[src/rtl/sseg_pkg.sv]
// Shared definitions for the 7-segment readback path: segment patterns,
// digit kind encodings, monitor FSM states and the decoded digit record.
package sseg_pkg;

    // Active-low segment patterns, bit6=g .. bit0=a
    localparam logic [6:0] SEG_0     = 7'b1000000;
    localparam logic [6:0] SEG_1     = 7'b1111001;
    localparam logic [6:0] SEG_2     = 7'b0100100;
    localparam logic [6:0] SEG_3     = 7'b0110000;
    localparam logic [6:0] SEG_4     = 7'b0011001;
    localparam logic [6:0] SEG_5     = 7'b0010010;
    localparam logic [6:0] SEG_6     = 7'b0000010;
    localparam logic [6:0] SEG_7     = 7'b1111000;
    localparam logic [6:0] SEG_8     = 7'b0000000;
    localparam logic [6:0] SEG_9     = 7'b0011000;
    localparam logic [6:0] SEG_A     = 7'b0001000;
    localparam logic [6:0] SEG_B     = 7'b0000011;
    localparam logic [6:0] SEG_C     = 7'b1000110;
    localparam logic [6:0] SEG_D     = 7'b0100001;
    localparam logic [6:0] SEG_E     = 7'b0000110;
    localparam logic [6:0] SEG_F     = 7'b0001110;
    localparam logic [6:0] SEG_NEG   = 7'b0111111;
    localparam logic [6:0] SEG_BLANK = 7'b1111111;

    localparam logic [1:0] KIND_BLANK   = 2'b00;
    localparam logic [1:0] KIND_HEX     = 2'b01;
    localparam logic [1:0] KIND_NEG     = 2'b10;
    localparam logic [1:0] KIND_INVALID = 2'b11;

    localparam logic [1:0] ST_IDLE   = 2'b00;
    localparam logic [1:0] ST_SETTLE = 2'b01;
    localparam logic [1:0] ST_HELD   = 2'b10;

    typedef struct packed {
        logic [1:0] kind;
        logic [3:0] value;
    } digit_t;

endpackage

[src/rtl/sseg_pattern_lut.sv]
// Combinational map from a 7-segment pattern to its {kind, value} record.
module sseg_pattern_lut
    import sseg_pkg::*;
(
    input  logic [6:0] pattern,
    output digit_t     digit
);

    // Pattern decode; anything outside the table is reported as invalid
    always_comb begin
        digit = '{kind: KIND_INVALID, value: 4'h0};
        case (pattern)
            SEG_0:     digit = '{kind: KIND_HEX, value: 4'h0};
            SEG_1:     digit = '{kind: KIND_HEX, value: 4'h1};
            SEG_2:     digit = '{kind: KIND_HEX, value: 4'h2};
            SEG_3:     digit = '{kind: KIND_HEX, value: 4'h3};
            SEG_4:     digit = '{kind: KIND_HEX, value: 4'h4};
            SEG_5:     digit = '{kind: KIND_HEX, value: 4'h5};
            SEG_6:     digit = '{kind: KIND_HEX, value: 4'h6};
            SEG_7:     digit = '{kind: KIND_HEX, value: 4'h7};
            SEG_8:     digit = '{kind: KIND_HEX, value: 4'h8};
            SEG_9:     digit = '{kind: KIND_HEX, value: 4'h9};
            SEG_A:     digit = '{kind: KIND_HEX, value: 4'hA};
            SEG_B:     digit = '{kind: KIND_HEX, value: 4'hB};
            SEG_C:     digit = '{kind: KIND_HEX, value: 4'hC};
            SEG_D:     digit = '{kind: KIND_HEX, value: 4'hD};
            SEG_E:     digit = '{kind: KIND_HEX, value: 4'hE};
            SEG_F:     digit = '{kind: KIND_HEX, value: 4'hF};
            SEG_NEG:   digit = '{kind: KIND_NEG, value: 4'h0};
            SEG_BLANK: digit = '{kind: KIND_BLANK, value: 4'h0};
            default:   digit = '{kind: KIND_INVALID, value: 4'h0};
        endcase
    end

endmodule

[src/rtl/sseg_decoder.sv]
// Readback monitor for a multiplexed 7-segment bus: debounces each scanned
// position and commits the decoded digit once it has been stable long enough.
module sseg_decoder
    import sseg_pkg::*;
#(
    parameter int NUM_DIGITS    = 4,
    parameter int STABLE_CYCLES = 16,
    parameter int CNT_W         = 8
) (
    input  logic                    clk,
    input  logic                    rst_n,
    input  logic [6:0]              segs,
    input  logic [NUM_DIGITS-1:0]   an,
    output logic [4*NUM_DIGITS-1:0] digit_val,
    output logic [2*NUM_DIGITS-1:0] digit_kind,
    output logic                    update,
    output logic [2:0]              update_idx,
    output logic                    anode_err
);

    logic [6:0]              segs_r;
    logic [NUM_DIGITS-1:0]   an_r;
    logic [1:0]              state_r;
    logic [CNT_W-1:0]        cnt_r;
    logic [2:0]              pos_r;
    logic [6:0]              pat_r;
    logic [4*NUM_DIGITS-1:0] digit_val_r;
    logic [2*NUM_DIGITS-1:0] digit_kind_r;
    logic                    update_r;
    logic [2:0]              update_idx_r;
    logic                    anode_err_r;

    logic [3:0]              zero_cnt_s;
    logic [2:0]              pos_s;
    logic                    pos_valid_s;
    logic                    multi_low_s;
    logic                    same_pair_s;
    logic                    commit_s;
    digit_t                  lut_s;
    digit_t                  stored_s;

    sseg_pattern_lut u_lut (
        .pattern (pat_r),
        .digit   (lut_s)
    );

    // Input sampling; idle bus is all-ones
    always_ff @(posedge clk or negedge rst_n) begin
        if (!rst_n) begin
            segs_r <= 7'h7F;
            an_r   <= '1;
        end else begin
            segs_r <= segs;
            an_r   <= an;
        end
    end

    // Count low anode bits and locate the selected position
    always_comb begin
        zero_cnt_s = 4'd0;
        pos_s      = 3'd0;
        for (int i = 0; i < NUM_DIGITS; i++) begin
            zero_cnt_s = zero_cnt_s + {3'b000, ~an_r[i]};
            if (!an_r[i]) begin
                pos_s = 3'(i);
            end else begin
                pos_s = pos_s;
            end
        end
        pos_valid_s = (zero_cnt_s == 4'd1);
        multi_low_s = (zero_cnt_s > 4'd1);
    end

    // Fetch the digit currently stored at the tracked position
    always_comb begin
        stored_s = '{kind: KIND_BLANK, value: 4'h0};
        for (int i = 0; i < NUM_DIGITS; i++) begin
            if (pos_r == 3'(i)) begin
                stored_s = '{kind: digit_kind_r[2*i +: 2], value: digit_val_r[4*i +: 4]};
            end else begin
                stored_s = stored_s;
            end
        end
    end

    assign same_pair_s = (pos_s == pos_r) && (segs_r == pat_r);
    // The sample that brings the count to STABLE_CYCLES is the commit point
    assign commit_s    = pos_valid_s && (state_r == ST_SETTLE) && same_pair_s &&
                         (cnt_r == CNT_W'(STABLE_CYCLES - 1));

    // Stability FSM and saturating sample counter
    always_ff @(posedge clk or negedge rst_n) begin
        if (!rst_n) begin
            state_r <= ST_IDLE;
            cnt_r   <= '0;
            pos_r   <= 3'd0;
            pat_r   <= 7'h7F;
        end else if (!pos_valid_s) begin
            state_r <= ST_IDLE;
            cnt_r   <= '0;
        end else if ((state_r == ST_IDLE) || !same_pair_s) begin
            state_r <= ST_SETTLE;
            cnt_r   <= CNT_W'(1);
            pos_r   <= pos_s;
            pat_r   <= segs_r;
        end else if (state_r == ST_SETTLE) begin
            if (commit_s) begin
                state_r <= ST_HELD;
                cnt_r   <= CNT_W'(STABLE_CYCLES);
            end else begin
                cnt_r   <= cnt_r + CNT_W'(1);
            end
        end else if (state_r == ST_HELD) begin
            state_r <= ST_HELD;
        end else begin
            state_r <= ST_IDLE;
            cnt_r   <= '0;
        end
    end

    // Committed digit storage plus update/anode_err pulses
    always_ff @(posedge clk or negedge rst_n) begin
        if (!rst_n) begin
            digit_val_r  <= '0;
            digit_kind_r <= '0;
            update_r     <= 1'b0;
            update_idx_r <= 3'd0;
            anode_err_r  <= 1'b0;
        end else begin
            anode_err_r <= multi_low_s;
            update_r    <= 1'b0;
            if (commit_s && (lut_s != stored_s)) begin
                update_r     <= 1'b1;
                update_idx_r <= pos_r;
            end else begin
                update_idx_r <= update_idx_r;
            end
            for (int i = 0; i < NUM_DIGITS; i++) begin
                if (commit_s && (pos_r == 3'(i))) begin
                    digit_val_r[4*i +: 4]  <= lut_s.value;
                    digit_kind_r[2*i +: 2] <= lut_s.kind;
                end
            end
        end
    end

    assign digit_val  = digit_val_r;
    assign digit_kind = digit_kind_r;
    assign update     = update_r;
    assign update_idx = update_idx_r;
    assign anode_err  = anode_err_r;

endmodule

[config.mk]
export PLATFORM = sky130hd
export DESIGN_NAME = sseg_decoder
export DESIGN_NICKNAME = d
export VERILOG_FILES = /design/src/rtl/sseg_pkg.sv /design/src/rtl/sseg_pattern_lut.sv /design/src/rtl/sseg_decoder.sv
export SDC_FILE = /design/constraint.sdc
export NUM_CORES = 1
export LEC_CHECK = 0
export ABC_AREA = 1
export CAP_MARGIN = 20
export CORE_AREA = 2 2 106 87
export DETAILED_ROUTE_END_ITERATION = 12
export DIE_AREA = 0 0 108 89
export RECOVER_POWER = 100
export SLEW_MARGIN = 20
export SYNTH_ARGS = -nofsm -noshare
export SYNTH_HDL_FRONTEND = slang
export SYNTH_HIERARCHICAL = 1
export SYNTH_SLANG_ARGS = --single-unit
[constraint.sdc]
create_clock -name clk -period 2.5 [get_ports clk]
set_input_delay 0.25 -clock clk [delete_from_list [all_inputs] [get_ports clk]]
set_output_delay 0.25 -clock clk [all_outputs]
set_load 0.005 [all_outputs]
==> results of run 1 <==
[worst paths after layout]
check                          start            end  slack, ps  cells after the start
hold reg to reg            segs_r[1]       pat_r[1]        480                      2
max in group asynchronous      rst_n       pos_r[0]        750                      3
setup reg to reg             an_r[3]  digit_val[10]        -60                     14
hold / removal               segs[3]      segs_r[3]        450                      1
min in group asynchronous      rst_n       cnt_r[6]        850                      3
setup / recovery             an_r[3]  digit_val[10]        -60                     14
[cells in the final DEF (no fill, tap or decap), drive strengths merged]
| cell type | Yosys | final |
|---|---|---|
| a21oi | 8 | 8 |
| and3 | 1 | 1 |
| buf | 9 | 19 |
| bufinv | 0 | 2 |
| clkbuf | 0 | 12 |
| clkinv | 1 | 4 |
| clkinvlp | 0 | 1 |
| conb | 1 | 1 |
| dfrtp | 40 | 40 |
| dfstp | 18 | 18 |
| dlygate4sd3 | 0 | 40 |
| fa | 1 | 1 |
| ha | 6 | 6 |
| inv | 60 | 59 |
| nand2 | 147 | 148 |
| nand3 | 28 | 30 |
| nand4 | 7 | 7 |
| nor2 | 41 | 41 |
| nor3 | 2 | 2 |
| nor4 | 1 | 1 |
| o211ai | 6 | 6 |
| o21ai | 51 | 51 |
| o21bai | 1 | 1 |
| o22ai | 1 | 1 |
| xnor2 | 3 | 3 |
[stage by stage]
| stage | power [uW] | hold WS (ps) | setup TNS (ps) |
|---|---|---|---|
| floorplan | 2130 | -45.6 | 0 |
| global placement | 2410 | 276 | -329 |
| detailed placement | 2430 | 278 | -2710 |
| CTS | 3460 | 300 | -137 |
| global route | 3710 | 436 | -5260 |
| finish | 3470 | 455 | -780 |
[registers in the layout, summed over array words and instances, names as in the netlist]
name and count:
segs_r 7, cnt_r 8, digit_kind 8, an_r 4
digit_val 16, pat_r 7, pos_r 2, state_r 2
update_idx 2, update 1, anode_err 1
[layer usage]
layer  share of wire [%]  up-vias
li1                    -     1519
met1                  49     1419
met2                  46       46
met3                 3.0       11
met4                 1.6        0
met5                   0        -
[where the power goes]
| group | total (uW) | switching [uW] | internal [uW] |
|---|---|---|---|
| sequential | 1250 | 177 | 1070 |
| combinational | 1270 | 872 | 395 |
| clock | 957 | 372 | 585 |
| total | 3470 | 1420 | 2050 |
[what timing repair did]
action	4_1_cts	5_1_grt
setup buffers	6	3
gates cloned	2	1
setup endpoints to repair	32	36
endpoints found under the hold margin	40	0
hold buffers	1	0
resized for setup	17	33
pin swaps	4	11
[layout make-up]
| cell class | instances | area, um^2 | share of cell area (%) |
|---|---|---|---|
| Clock buffer | 11 | 141 | 3.22 |
| Clock inverter | 5 | 77.6 | 1.77 |
| Inverter | 61 | 244 | 5.57 |
| Multi-Input combinational cell | 308 | 1760 | 40.1 |
| Tap cell | 112 | 140 | 3.20 |
| Timing Repair Buffer | 60 | 549 | 12.5 |
| Sequential cell | 58 | 1470 | 33.6 |
[cells by family after synthesis]
kind of cell / share of synthesized area [%]
XOR/XNOR: 0.783
AO/OA/AOI/OAI: 12.1
flip-flops: 43.9
other: 0.112
buffers and inverters: 9.39
AND/OR/NAND/NOR: 30.9
adder cells (fa/ha/maj): 2.83
[worst max-delay path, delay by kind of cell (launching register included)]
family	cells	cell delay (ps)
flops	1	550
compound gates	1	50
simple gates	6	710
buf+inv	4	320
fa+ha+maj	3	810
==> impl_metrics.toml, run 1 <==
[sta]
timing.fmax_mhz = 391
skew_ps = 9.62
slew_headroom_pct = 3.71
finalSetupViolations = 22
rsz0062_at_grt = "true"
period_minus_slack_ps = 2560
worst_pin_slew_ps = 1440
setup_slack_ps = -56.6
min_period_over_period_pct = 102
slew_viol_final = 0
hold_viol = 0

[critical_path]
worstSetupPathType = "reg -> reg"
worst_path_max_delay_cell = "dfstp_2"
crit_path_start_kind = "flop"
cp_max_fo = 8
cp_cell_sequence = "fa_1, inv_1, ha_2, ha_4, inv_4, nand3_4, nor2_4, inv_2, nor3_2, nand2_2, clkinv_8, nand3_4, nand2_2, o21ai_2"
slowest_delay_ps = 550
crit_arrival_ps = 2770
end_kind = "flop"
worstPathRequired_ps = 2710

[clocking]
clk_latency_ps = 330
htree_num_levels = 3
path_clk_slew_ps = 70
cts_tree = "yes"
clk_path_buf_depth = 2
cts_root_buffer = "clkbuf_8"
cts_made_buffers = 9
clock-sinks = 58

[die]
fp-row-count = 30
ios = 42
die_y_um = 89
die_w_um = 108
die-area_um2 = 9610
initial_core_util_pct = 39.7
core-area_um2 = 8450

[synthesis]
yosys.area.top_type = "dfrtp_1"
synth-seq-cells = 58
synth_enable_flop_cells = 0
yosys.cell_types.count = 34
synth.most_common_cell = "nand2_1"
yosysWarnings = 6
syn_area_um2 = 3360
synthTopCellsByArea = "dfrtp_1 30%, nand2_1 15%, dfstp_2 14%"
synth_common_cells = "132 x nand2_1, 46 x inv_1, 40 x dfrtp_1"
synth_fp_nets = 453
avgSynthCellArea_um2 = 7.75
synth_top_area_share_pct = 29.8
ys.flop_type = "dfrtp_1"
synth-seq-area-share_pct = 43.9
syn_inst = 433
synth-async-reset-ratio_pct = 100

[cells_and_area]
syn_to_final_growth_pct = 30.6
n_antenna_cell = 0
fill_cells = 795
final_cells = 615
drive_above_1_share_pct = 29.0
final_util_pct = 51.9
final_area_um2 = 4380
num-nets-final = 518

[detailed_routing]
viasPerCell = 4.87
first_iter_violations = 104
ant_nets = 0
drtPass1Iterations = 4
wire_per_inst_um = 13.2
totalWireLength_um = 8140
vias = 2995
drcViolationCount = 0

[grt]
grt_pass1_vias = 2781
grt.met3_usage_pct = 4.08
grt_overflow = 0
grt.busiest_layer = "met2"
grt_pass1_wl_um = 13200
grt_usage_pct = 17.9
met2_usage_pct = 27.7
met1_usage_pct = 25.1
grt_start_max_net_pins = 59
antenna_found_initial = 0

[placement]
routabilityCongestion = 0.880
numPortBuffers = 40
postPlaceCellArea_um2 = 3900
dp_slack_ps = -119
place_inst = 586
hpwl_um = 5810

[outcome]
violations = "negative setup slack"
outcome = "complete, but fails checks"

[power_and_ir_drop]
p_leak_uw = 0.00215
cellPowerDensity_nw_per_um2 = 791
ir_drop_v = 0.000353

[run]
drv_cap = 0

[min_path]
hold_path.class = "in -> reg"
Note: power is estimated with default switching activity, not from simulation.
==> run 2: changes to the inputs <==
--- a/config.mk
+++ b/config.mk
@@ -5,12 +5,13 @@
 export SDC_FILE = /design/constraint.sdc
 export NUM_CORES = 1
 export LEC_CHECK = 0
-export ABC_AREA = 1
 export CAP_MARGIN = 20
-export CORE_AREA = 2 2 106 87
+export CORE_AREA = 2 2 103 85
 export DETAILED_ROUTE_END_ITERATION = 12
-export DIE_AREA = 0 0 108 89
+export DIE_AREA = 0 0 105 87
+export DONT_BUFFER_PORTS = 1
 export RECOVER_POWER = 100
+export SKIP_CTS_REPAIR_TIMING = 1
 export SLEW_MARGIN = 20
 export SYNTH_ARGS = -nofsm -noshare
 export SYNTH_HDL_FRONTEND = slang
==> run 2 against run 1 <==
The run still ends with negative setup slack left. Global-route usage shrank 2.4 points. Wire length shrank 9.9%. Clock power grew 14%. Clock-buffer cell count shrank 2. Sequential share of layout area grew 0.68 points. Total power grew 9.5%. Critical path type unchanged. Core utilization grew 0.61 points. Maximum frequency shrank 23%. Hold slack lost 6.6 ps. Flip-flop and latch count is the same. First-iteration DRC count shrank 17%.
==> impl_metrics.toml, run 2 <==
[outcome]
outcome = "complete, but fails checks"
violations = "negative setup slack"

[synthesis]
synth.most_common_cell = "dfrtp_1"
syn_area_um2 = 3180
yosys.area.top_type = "dfrtp_1"
avgSynthCellArea_um2 = 11.6
ys.flop_type = "dfrtp_1"
synth-seq-cells = 58
synth_fp_nets = 294
syn_inst = 274
synth_common_cells = "40 x dfrtp_1, 28 x mux2_2, 21 x nor2_1"
synth_top_area_share_pct = 31.4
synth_enable_flop_cells = 0
synth-seq-area-share_pct = 46.3
synthTopCellsByArea = "dfrtp_1 31%, dfstp_2 15%, mux2_2 9.9%"
yosys.cell_types.count = 62
synth-async-reset-ratio_pct = 100
yosysWarnings = 6

[cells_and_area]
multiInputGateArea_um2 = 1780
final_util_pct = 52.5
fill_cells = 738
syn_to_final_growth_pct = 35.0
n_antenna_cell = 0
num-nets-final = 365
register_area_um2 = 1470
largest_register_ffs = 16
drive_above_1_share_pct = 47.1
most-common-layout-cells = "53 x buf_4, 40 x dfrtp_1, 23 x mux2_4, 19 x nor2_1"
layout_commonest_cell = "buf_4"

[sta]
slew_headroom_pct = 4.84
skew_ps = 17.4
finalSetupViolations = 45
rsz0062_at_grt = "true"
period_minus_slack_ps = 3320
timing.fmax_mhz = 301
min_period_over_period_pct = 133
worst_pin_slew_ps = 1430
setup_slack_ps = -821
whs_ps = 448
hold_viol = 0
slew_viol_final = 0

[die]
fp-row-count = 30
initial_core_util_pct = 38.9
die-area_um2 = 9140
core-area_um2 = 8180
die_y_um = 87
die_w_um = 105
ios = 42

[placement]
routabilityCongestion = 0.886
hpwl_um = 4970
dp_slack_ps = -851
numPortBuffers = 0

[min_path]
hold_path.class = "in -> reg"

[clocking]
htree_num_levels = 3
path_clk_slew_ps = 70
clock-sinks = 58
cts_root_buffer = "clkbuf_8"
cts_made_buffers = 9
clk_latency_ps = 350
clk_path_buf_depth = 2
cts_tree = "yes"

[detailed_routing]
wire_per_inst_um = 15.9
drtPass1Iterations = 4
totalWireLength_um = 7340
first_iter_violations = 86
drcViolationCount = 0
vias = 2376
viasPerCell = 5.14
ant_nets = 0

[critical_path]
cp_max_fo = 6
worstPathRequired_ps = 2720
crit_path_start_kind = "flop"
end_kind = "flop"
worstSetupPathType = "reg -> reg"
crit_arrival_ps = 3540

[grt]
antenna_found_initial = 0
grt_start_max_net_pins = 59
grt_pass1_wl_um = 10900
grt_overflow = 0
grt_pass1_vias = 2113
grt_usage_pct = 15.5

[power_and_ir_drop]
p_leak_uw = 0.00188
ir_drop_v = 0.000604
cellPowerDensity_nw_per_um2 = 884
finalPower_uw = 3800

[run]
drv_cap = 0
[run 2: power breakdown]
part / total (uW) / switching (uW) / leakage [uW] / internal, uW
Sequential: 1200 / 130 / 0.000740 / 1070
Combinational: 1510 / 704 / 0.00102 / 802
Clock: 1090 / 418 / 0.000124 / 672
[run 2: cell families after synthesis]
kind of cell | after synthesis | synth area share, %
and+or+nand+nor | 83 | 14.7
DFF | 58 | 46.3
AOI/OAI and AO/OA | 42 | 8.96
muxes | 41 | 17.3
xor gates and xnor gates | 21 | 5.78
buffers and inverters | 21 | 3.81
adders and majority gates | 7 | 2.99
other | 1 | 0.118
[run 2: routing by layer]
layer  part of all wire [%]  GRT usage [%]  vias to the layer above
met4                    1.2           6.18                        0
met1                     49           22.2                     1173
met2                     45           21.7                       58
met3                    5.0           5.01                        9
met5                      0              0                        -
li1                       -              -                     1136
[run 2: metrics by stage]
| stage | std cells | cell area [um^2] | setup TNS, ps |
|---|---|---|---|
| after floorplan | 274 | 3190 | -20980 |
| after global placement | 427 | 3660 | -24330 |
| after detailed placement | 427 | 3660 | -25300 |
| after CTS | 443 | 3910 | -26220 |
| after global routing | 462 | 4300 | -29100 |
| final | 462 | 4300 | -24750 |
[run 2: final timing paths]
kind / startpoint / endpoint / slack (ps) / cells after the start
setup / recovery: an_r[3] / digit_val[11] / -820 / 12
setup reg to reg: an_r[3] / digit_val[11] / -820 / 12
hold reg to reg: update_idx[1] / update_idx[1] / 540 / 1
min in group asynchronous: rst_n / pos_r[1] / 810 / 2
max in group asynchronous: rst_n / cnt_r[2] / 830 / 2
hold / removal: segs[2] / segs_r[2] / 450 / 1
[run 2: cell type report]
cell class | instances | area share, %
Clock buffer | 9 | 2.88
Clock inverter | 7 | 2.91
Inverter | 6 | 0.524
Multi-Input combinational cell | 195 | 41.4
Sequential cell | 58 | 34.3
Tap cell | 112 | 3.26
Timing Repair Buffer | 75 | 14.7
[run 2: worst max-delay path: stages (launching register included)]
cell,delay [ps]
dfstp_2,550
fa_1,430
inv_2,80
ha_4,130
ha_4,200
or3b_4,390
nor2_4,110
nand3_2,80
or3_4,410
buf_6,130
nor3b_2,190
buf_6,180
mux2_4,310
==> run 3: changes to the inputs <==
--- a/config.mk
+++ b/config.mk
@@ -10,9 +10,9 @@
 export DETAILED_ROUTE_END_ITERATION = 12
 export DIE_AREA = 0 0 105 87
 export DONT_BUFFER_PORTS = 1
+export MAX_ROUTING_LAYER = met4
 export RECOVER_POWER = 100
 export SKIP_CTS_REPAIR_TIMING = 1
-export SLEW_MARGIN = 20
 export SYNTH_ARGS = -nofsm -noshare
 export SYNTH_HDL_FRONTEND = slang
 export SYNTH_HIERARCHICAL = 1
==> run 3 against run 2 <==
The run still ends with negative setup slack left. Sequential power hardly changed. Cell count stayed put. Register-to-register slack hardly changed. First-iteration DRC count is 31% lower. Design area stayed put. Core utilization stayed put. Critical path depth stayed put. Maximum frequency hardly changed. Sequential share of layout area stayed put. Hold slack worse by 1.8 ps. Critical path type unchanged. Critical endpoint unchanged.
==> impl_metrics.toml, run 3 (synthesized netlist as in run 2, its figures left out) <==
[clocking]
clk_latency_ps = 350
path_clk_slew_ps = 80
cts_root_buffer = "clkbuf_8"
cts_tree = "yes"
htree_num_levels = 3
clk_path_buf_depth = 2
cts_made_buffers = 9
clock-sinks = 58

[sta]
period_minus_slack_ps = 3320
worst_pin_slew_ps = 1440
min_period_over_period_pct = 133
skew_ps = 16.1
slew_viol_final = 0
rsz0062_at_grt = "true"
setup_slack_ps = -818
finalSetupViolations = 45
slew_headroom_pct = 4.18
timing.fmax_mhz = 301
hold_viol = 0

[grt]
grt_overflow = 0
antenna_found_initial = 0
grt_pass1_vias = 2115
grt_start_max_net_pins = 59
grt_usage_pct = 15.9
grt_pass1_wl_um = 10800

[placement]
numPortBuffers = 0
hpwl_um = 4970
routabilityCongestion = 0.900
place_inst = 427

[cells_and_area]
num-nets-final = 365
largest_register_ffs = 16
layout_commonest_cell = "buf_4"
register_area_um2 = 1470
n_antenna_cell = 0
multiInputGateArea_um2 = 1780
most-common-layout-cells = "53 x buf_4, 40 x dfrtp_1, 23 x mux2_4, 19 x nor2_1"
drive_above_1_share_pct = 47.1
fill_cells = 738
syn_to_final_growth_pct = 35.0
final_cells = 462

[run]
drv_cap = 0

[power_and_ir_drop]
cellPowerDensity_nw_per_um2 = 885
p_leak_uw = 0.00188
power.internal_uw = 2550
finalPower_uw = 3800
p_switching_uw = 1260
switching_share_pct = 33.0
ir_drop_v = 0.000604
p_comb_share_pct = 39.6
power.share.sequential_pct = 31.6
clkPwrFrac_pct = 28.7

[die]
die_w_um = 105
die_y_um = 87
fp-row-count = 30
initial_core_util_pct = 38.9
die-area_um2 = 9140
ios = 42
core-area_um2 = 8180

[detailed_routing]
totalWireLength_um = 7340
drt-met1-wl_um = 3640
ant_nets = 0
top_layer_used = "met4"
viasPerCell = 5.14
wl_met3_um = 338
wire_per_inst_um = 15.9
drcViolationCount = 0
dr_wl_met2_um = 3270
first_iter_violations = 59
vias = 2376
drtPass1Iterations = 4

[critical_path]
cp_max_fo = 6
worst_path_max_delay_cell = "dfstp_2"
cp_cell_sequence = "fa_1, inv_2, ha_4, ha_4, or3b_4, nor2_4, nand3_2, or3_4, buf_6, nor3b_2, buf_6, mux2_4"
crit_path_start_kind = "flop"
slowest_delay_ps = 550
worstSetupPathType = "reg -> reg"
end_kind = "flop"
crit_arrival_ps = 3540
worstPathRequired_ps = 2720

[outcome]
outcome = "complete, but fails checks"
violations = "negative setup slack"

[min_path]
hold_path.class = "in -> reg"
-- run 3: path summary, 6_finish.rpt --
| check | startpoint | endpoint | slack, ps | cells after the start |
|---|---|---|---|---|
| worst max-delay path | an_r[3] | digit_val[11] | -820 | 12 |
| max in group asynchronous | rst_n | cnt_r[2] | 820 | 2 |
| min in group asynchronous | rst_n | pos_r[1] | 810 | 2 |
| worst min-delay path | segs[2] | segs_r[2] | 450 | 1 |
| worst max register to register | an_r[3] | digit_val[11] | -820 | 12 |
| worst min register to register | update_idx[1] | update_idx[1] | 540 | 1 |
-- run 3: per-stage QoR --
step | setup WS, ps | utilization [%] | hold slack (ps) | setup TNS [ps] | cell area [um^2]
after floorplan | -785 | - | -45.6 | -20980 | 3190
after global placement | -813 | 44.7 | -40.1 | -24330 | 3660
after detailed placement | -851 | 44.7 | -41.3 | -25300 | 3660
after CTS | -862 | 47.7 | -417 | -26220 | 3910
after global routing | -910 | 52.5 | 433 | -29100 | 4300
final | -818 | 52.5 | 447 | -24760 | 4300
-- run 3: worst max-delay path: cells and delay by family, from the launching register on --
family / cells / cell delay (ps)
adder cells (fa/ha/maj): 3 / 760
buffers and inverters: 3 / 390
flip-flops: 1 / 550
multiplexers: 1 / 310
AND/OR/NAND/NOR: 5 / 1180
-- run 3: layer usage --
layer,global-route usage [%],up-vias
li1,-,1137
met1,22.1,1172
met2,21.9,57
met3,4.71,10
met4,6.18,0
met5,-,-
-- run 3: power groups by stage --
| stage | registers, uW | logic, uW | clock network [uW] |
|---|---|---|---|
| detailed placement | 1230 | 1320 | 0 |
| global placement | 1230 | 1310 | 0 |
| floorplan | 1180 | 795 | 0 |
| CTS | 1210 | 1320 | 1110 |
| global route | 1230 | 1630 | 1150 |
| finish | 1200 | 1510 | 1090 |
-- run 3: final cells by class --
| cell class | instances | share of cell area [%] |
|---|---|---|
| Clock buffer | 9 | 2.88 |
| Tap cell | 112 | 3.26 |
| Sequential cell | 58 | 34.3 |
| Timing Repair Buffer | 75 | 14.7 |
| Inverter | 6 | 0.524 |
| Clock inverter | 7 | 2.91 |
| Multi-Input combinational cell | 195 | 41.4 |
